<file path="src/rtl/regfile_write_queue_pkg.sv">
// Shared constants and FSM encoding for the register-file write queue.
package regfile_write_queue_pkg;

    typedef enum logic {
        ST_SWEEP = 1'b0,
        ST_RUN   = 1'b1
    } state_e;

    localparam int REG_COUNT  = 32;
    localparam int SWEEP_LAST = REG_COUNT - 1;
    localparam int DEF_ADDR_W = 5;
    localparam int DEF_DATA_W = 32;
    localparam int DROP_W     = 8;

endpackage

</file>
<file path="src/rtl/regfile_write_queue_fifo.sv">
// Pending-write FIFO: storage, pointers, occupancy and an age-ordered entry view.
module wq_fifo #(
    parameter int DEPTH  = 4,
    parameter int ADDR_W = 5,
    parameter int DATA_W = 32
) (
    input  logic              clk,
    input  logic              reset,
    input  logic              push,
    input  logic [ADDR_W-1:0] push_addr,
    input  logic [DATA_W-1:0] push_data,
    input  logic              pop,
    output logic              full,
    output logic              empty,
    output logic [ADDR_W-1:0] ent_addr  [DEPTH],
    output logic [DATA_W-1:0] ent_data  [DEPTH],
    output logic [DEPTH-1:0]  ent_valid
);

    localparam int PTR_W = $clog2(DEPTH);
    localparam int CNT_W = PTR_W + 1;

    logic [PTR_W-1:0]  wr_ptr_q, wr_ptr_d;
    logic [PTR_W-1:0]  rd_ptr_q, rd_ptr_d;
    logic [CNT_W-1:0]  count_q, count_d;
    logic [ADDR_W-1:0] addr_mem_q [DEPTH];
    logic [ADDR_W-1:0] addr_mem_d [DEPTH];
    logic [DATA_W-1:0] data_mem_q [DEPTH];
    logic [DATA_W-1:0] data_mem_d [DEPTH];

    assign full  = (count_q == CNT_W'(DEPTH));
    assign empty = (count_q == '0);

    // The caller never pushes when full nor pops when empty.
    always_comb begin
        wr_ptr_d   = wr_ptr_q;
        rd_ptr_d   = rd_ptr_q;
        count_d    = count_q;
        addr_mem_d = addr_mem_q;
        data_mem_d = data_mem_q;
        if (push) begin
            addr_mem_d[wr_ptr_q] = push_addr;
            data_mem_d[wr_ptr_q] = push_data;
            wr_ptr_d             = wr_ptr_q + 1'b1;
        end
        if (pop) begin
            rd_ptr_d = rd_ptr_q + 1'b1;
        end
        case ({push, pop})
            2'b10:   count_d = count_q + 1'b1;
            2'b01:   count_d = count_q - 1'b1;
            default: count_d = count_q;
        endcase
    end

    // Entry i is the i-th oldest pending write; index 0 is the head.
    always_comb begin
        for (int i = 0; i < DEPTH; i++) begin
            ent_addr[i]  = addr_mem_q[rd_ptr_q + PTR_W'(i)];
            ent_data[i]  = data_mem_q[rd_ptr_q + PTR_W'(i)];
            ent_valid[i] = (CNT_W'(i) < count_q);
        end
    end

    always_ff @(posedge clk) begin
        if (reset) begin
            wr_ptr_q <= '0;
            rd_ptr_q <= '0;
            count_q  <= '0;
        end else begin
            wr_ptr_q <= wr_ptr_d;
            rd_ptr_q <= rd_ptr_d;
            count_q  <= count_d;
        end
    end

    // NOTE: storage is not reset; ent_valid masks stale slots, so clearing it would only cost area.
    always_ff @(posedge clk) begin
        addr_mem_q <= addr_mem_d;
        data_mem_q <= data_mem_d;
    end

endmodule

</file>
<file path="src/rtl/regfile_write_queue.sv">
// Write-port feeder for the 32x32 RegisterFile: init sweep, queued writes, forwarding lookup.
module regfile_write_queue
    import regfile_write_queue_pkg::*;
#(
    parameter int DEPTH  = 4,
    parameter int ADDR_W = DEF_ADDR_W,
    parameter int DATA_W = DEF_DATA_W
) (
    input  logic              Clk,
    input  logic              Reset,
    input  logic              In_Valid,
    output logic              In_Ready,
    input  logic [ADDR_W-1:0] In_Addr,
    input  logic [DATA_W-1:0] In_Data,
    output logic [ADDR_W-1:0] W_Addr,
    output logic [DATA_W-1:0] W_Data,
    output logic              Write_Reg,
    input  logic [ADDR_W-1:0] Lookup_Addr,
    output logic              Hit,
    output logic [DATA_W-1:0] Hit_Data,
    output logic              Sweep_Done,
    output logic [DROP_W-1:0] Drop_Count
);

    state_e            state_q, state_d;
    logic [ADDR_W-1:0] sweep_addr_q, sweep_addr_d;
    logic [ADDR_W-1:0] w_addr_q, w_addr_d;
    logic [DATA_W-1:0] w_data_q, w_data_d;
    logic              write_reg_q, write_reg_d;
    logic              sweep_done_q, sweep_done_d;
    logic [DROP_W-1:0] drop_count_q, drop_count_d;

    logic              accept, push, pop;
    logic              fifo_full, fifo_empty;
    logic [ADDR_W-1:0] ent_addr  [DEPTH];
    logic [DATA_W-1:0] ent_data  [DEPTH];
    logic [DEPTH-1:0]  ent_valid;

    wq_fifo #(.DEPTH(DEPTH), .ADDR_W(ADDR_W), .DATA_W(DATA_W)) u_fifo (
        .clk       (Clk),
        .reset     (Reset),
        .push      (push),
        .push_addr (In_Addr),
        .push_data (In_Data),
        .pop       (pop),
        .full      (fifo_full),
        .empty     (fifo_empty),
        .ent_addr  (ent_addr),
        .ent_data  (ent_data),
        .ent_valid (ent_valid)
    );

    always_ff @(posedge Clk) begin
        if (Reset) state_q <= ST_SWEEP;
        else       state_q <= state_d;
    end

    always_comb begin
        state_d = state_q;
        if (state_q == ST_SWEEP && sweep_addr_q == ADDR_W'(SWEEP_LAST)) begin
            state_d = ST_RUN;
        end
    end

    always_comb begin
        sweep_addr_d = sweep_addr_q;
        w_addr_d     = w_addr_q;
        w_data_d     = w_data_q;
        write_reg_d  = 1'b0;
        sweep_done_d = sweep_done_q;
        drop_count_d = drop_count_q;

        In_Ready = (state_q == ST_RUN) && !fifo_full;
        accept   = In_Valid && In_Ready;
        push     = accept && (In_Addr != '0);
        pop      = (state_q == ST_RUN) && !fifo_empty;

        if (state_q == ST_SWEEP) begin
            w_addr_d     = sweep_addr_q;
            w_data_d     = '0;
            write_reg_d  = 1'b1;
            sweep_addr_d = sweep_addr_q + 1'b1;
            if (sweep_addr_q == ADDR_W'(SWEEP_LAST)) sweep_done_d = 1'b1;
        end else if (pop) begin
            w_addr_d    = ent_addr[0];
            w_data_d    = ent_data[0];
            write_reg_d = 1'b1;
        end

        // r0 writes complete the handshake but are only counted.
        if (accept && In_Addr == '0 && drop_count_q != '1) begin
            drop_count_d = drop_count_q + 1'b1;
        end
    end

    always_ff @(posedge Clk) begin
        if (Reset) begin
            sweep_addr_q <= ADDR_W'(1);
            w_addr_q     <= '0;
            w_data_q     <= '0;
            write_reg_q  <= 1'b0;
            sweep_done_q <= 1'b0;
            drop_count_q <= '0;
        end else begin
            sweep_addr_q <= sweep_addr_d;
            w_addr_q     <= w_addr_d;
            w_data_q     <= w_data_d;
            write_reg_q  <= write_reg_d;
            sweep_done_q <= sweep_done_d;
            drop_count_q <= drop_count_d;
        end
    end

    // NOTE: candidates are scanned oldest to youngest with blocking assignments, so the last match wins.
    always_comb begin
        Hit      = 1'b0;
        Hit_Data = '0;
        if (state_q == ST_RUN && Lookup_Addr != '0) begin
            if (write_reg_q && w_addr_q == Lookup_Addr) begin
                Hit      = 1'b1;
                Hit_Data = w_data_q;
            end
            for (int i = 0; i < DEPTH; i++) begin
                if (ent_valid[i] && ent_addr[i] == Lookup_Addr) begin
                    Hit      = 1'b1;
                    Hit_Data = ent_data[i];
                end
            end
        end
    end

    assign W_Addr     = w_addr_q;
    assign W_Data     = w_data_q;
    assign Write_Reg  = write_reg_q;
    assign Sweep_Done = sweep_done_q;
    assign Drop_Count = drop_count_q;

endmodule

</file>
<file path="config.mk">
export PLATFORM = sky130hd
export DESIGN_NAME = regfile_write_queue
export DESIGN_NICKNAME = d
export VERILOG_FILES = /design/src/rtl/regfile_write_queue_pkg.sv /design/src/rtl/regfile_write_queue_fifo.sv /design/src/rtl/regfile_write_queue.sv
export SDC_FILE = /design/constraint.sdc
export NUM_CORES = 1
export LEC_CHECK = 0
export ABC_AREA = 1
export ABC_CLOCK_PERIOD_IN_PS = 9650
export CAP_MARGIN = 20
export CORE_UTILIZATION = 50
export DETAILED_ROUTE_END_ITERATION = 10
export PLACE_DENSITY = 0.71
export SKIP_LAST_GASP = 1
export SLEW_MARGIN = 10
export SYNTH_ARGS = -nofsm -noshare
export SYNTH_HDL_FRONTEND = slang
export SYNTH_SLANG_ARGS = --single-unit
</file>
<file path="constraint.sdc">
create_clock -name Clk -period 9.65 [get_ports Clk]
set_input_delay 1.4475 -clock Clk [delete_from_list [all_inputs] [get_ports Clk]]
set_output_delay 1.4475 -clock Clk [all_outputs]
set_load 0.05 [all_outputs]
</file>
==> out/metrics.yaml <==
avgViaCountPerCell: 5.36
setup_slack_ps: 2670
cp.required_ps: 8200
dpl-instance-area_sq_um: 13700
tns_ps: 0
wirelength_microns: 33800
fin_crit_sh_pct: 72.3
pin_count: 126
cts_tree: "built"
ctsResizeCount: 0
crit_fanout: 83
core_area_sq_um: 24400
drt_iter0_drc: 1179
wire_per_inst_microns: 15.6
setup_viol: 0
path_clk_slew_ps: 60
synth_commonest_cells: "nand2_1, o21ai_0, nor2_1"
cpPeakStageDelay_ps: 840
gp_congestion: 0.930
start_util_pct: 51.2
diodes: 0
cts.sinks: 207
cp-start-kind: "register"
p_seq_share_pct: 50.4
synth.most_common_cell: "nand2_1"
clockBufferDepth: 3
crit_chain: "clkinv_2, buf_4, buf_4, nand2_1, nand2_1, o21ai_1, xor2_1, nor2_1, nand2_1, nor2_4, buf_4, nor2_1, a21oi_1, clkdlybuf4s50_1"
syn-num-nets: 1826
syn2layout_area_growth_pct: 16.6
end_kind: "output port"
comb_power_share_pct: 2.9
grt_start_max_net_pins: 132
p_per_area_nw_per_um2: 130
drcViolationCount: 0
yosysSeqAreaShare_pct: 45.0
max_clock_freq_ghz: 0.143
hold_violations: 0
rows: 57
clock-root-buffer: "clkbuf_16"
drt_pre_antenna_iters: 7
synth_seq_cells: 207
postCtsHoldBufs: 0
netlist.top_cell.by_area: "edfxtp_1"
synth_top_area_share_pct: 35.6
synthArstFlopShare_pct: 0
track_usage_pct: 26.4
switchingPower_mw: 0.406
port_buffers: 125
internal-power_mw: 1.49
grt_pass1_vias: 10700
antenna_found_initial: 3
fin_skew_ps: 31.7
via_count: 11600
crit_arrival_ps: 5530
fp.dieW_microns: 160
status: "finished, final reports clean"
fin_nets: 1885
clkLatencyLatePin_ps: 550
peakVddDrop_mv: 0.128
fp.dieArea_sq_um: 25600
grt_first_pass_wirelength_microns: 54100
power_mw: 1.90
cts_made_buffers: 25
crit_type: "reg -> out"
synth.cell_area_sq_um: 12500
cpMaxStageDelayCell: "clkdlybuf4s50_1"
switching_share_pct: 21.4
ant_nets: 0
die_h_microns: 160
final_layout_size_suffix_gt1_share_pct: 4.17
hold_path.class: "reg -> reg"
ys_top_cells_by_area: "edfxtp_1, nand2_1, o21ai_0"
fin_crit_ps: 6980
worst_pin_slew_ps: 957
cts_htree_levels: 1
pre_cts_ws_ps: 3310
grt_remaining_overflow: 0
yosysWarnings: 0
synth_ff_type: "edfxtp_1"
rsz0062_at_grt: "no"
finalMaxSlewViolations: 0
clkPwrFrac_pct: 46.8
max_slew_margin_pct: 36.0
p_leak_nw: 5.99
synth_area_per_cell_sq_um: 7.06
fin_area_sq_um: 14600
syn_inst: 1769
max_cap_viol_count: 0
synth_edf_count: 148
dp_hpwl_microns: 20700
postCtsSetupRepairBufs: 0
ys_types: 36
==> worst max-delay path, delay by kind of cell (launching register included) <==
family | cells | cell delay (ps)
buffers and inverters | 5 | 2630
AO/OA/AOI/OAI | 2 | 390
XOR/XNOR | 1 | 170
flip-flops | 1 | 450
AND/OR/NAND/NOR | 6 | 1290
==> cell usage in the layout (no fill, tap or decap), types with 2 or more instances in the layout <==
master / count
nand3_1: 47
nor2_2: 3
a21oi_1: 41
buf_4: 17
clkinv_2: 4
xor2_1: 8
clkbuf_16: 25
nor2_4: 7
nand4_1: 3
nor2_1: 219
o21ai_0: 297
ha_1: 12
nand2_1: 582
nor3_1: 8
o21ai_1: 49
clkdlybuf4s50_1: 125
edfxtp_1: 148
dfxtp_1: 58
inv_1: 142
buf_16: 2
nor4_1: 2
a31oi_1: 5
a21oi_2: 10
clkbuf_1: 9
clkinv_1: 6
==> layout make-up <==
type                       count  area (sq um)
tap                          324           405
clock inverter                10          88.8
clock buffer                  35           673
multi-input combinational   1304          5780
timing repair buffer         144          1430
inverter                     146           552
sequential                   207          5630
fill                        2207          9830
==> power by group through the flow <==
stage | sequential, mW | clock (mW) | combinational (mW)
3_5_place_dp | 0.974 | 0 | 0.0538
2_1_floorplan | 0.979 | 0 | 0.0163
4_1_cts | 0.956 | 0.900 | 0.0539
5_1_grt | 0.956 | 0.928 | 0.0586
3_3_place_gp | 0.974 | 0 | 0.0528
6_report | 0.956 | 0.888 | 0.0543
==> per-layer routing <==
layer	share of wire (%)	track usage [%]
met1	42	34.4
met2	48	44.9
met4	1.8	7.97
met5	0.039	0
met3	8.0	4.16
==> metrics by stage <==
step | hold WS [ps] | std cells | utilization, %
2_1_floorplan | 463 | 1769 | -
3_3_place_gp | 478 | 2123 | 56.4
3_5_place_dp | 493 | 2123 | 56.4
4_1_cts | 504 | 2168 | 59.5
5_1_grt | 539 | 2170 | 59.7
6_report | 503 | 2170 | 59.7
==> sequential cells by signal (all words and copies together) (netlist names) <==
signal and cells:
u_fifo.data_mem_q 128, W_Data 32, Drop_Count 8, u_fifo.addr_mem_q 20, sweep_addr_q 5, u_fifo.wr_ptr_q 2, W_Addr 5, state_q 1
u_fifo.count_q 3, Write_Reg 1, u_fifo.rd_ptr_q 2
==> path summary, 6_finish.rpt <==
check | startpoint | endpoint | slack [ps] | cells past startpoint
worst max-delay path | u_fifo.rd_ptr_q[1] | Hit_Data[0] | 2670 | 14
worst min register to register | Drop_Count[3] | Drop_Count[3] | 500 | 2
worst max register to register | state_q | u_fifo.data_mem_q[107] | 6440 | 7
worst min-delay path | Drop_Count[3] | Drop_Count[3] | 500 | 2
==> logic make-up after synthesis <==
| kind of cell | share of synthesized area [%] |
|---|---|
| and+or+nand+nor | 27.3 |
| AOI/OAI and AO/OA | 16.7 |
| buffers and inverters | 9.13 |
| xor gates and xnor gates | 0.561 |
| adders and majority gates | 1.20 |
| DFF | 45.0 |
| muxes | 0.0801 |
Note: power is estimated with default switching activity, not from simulation.
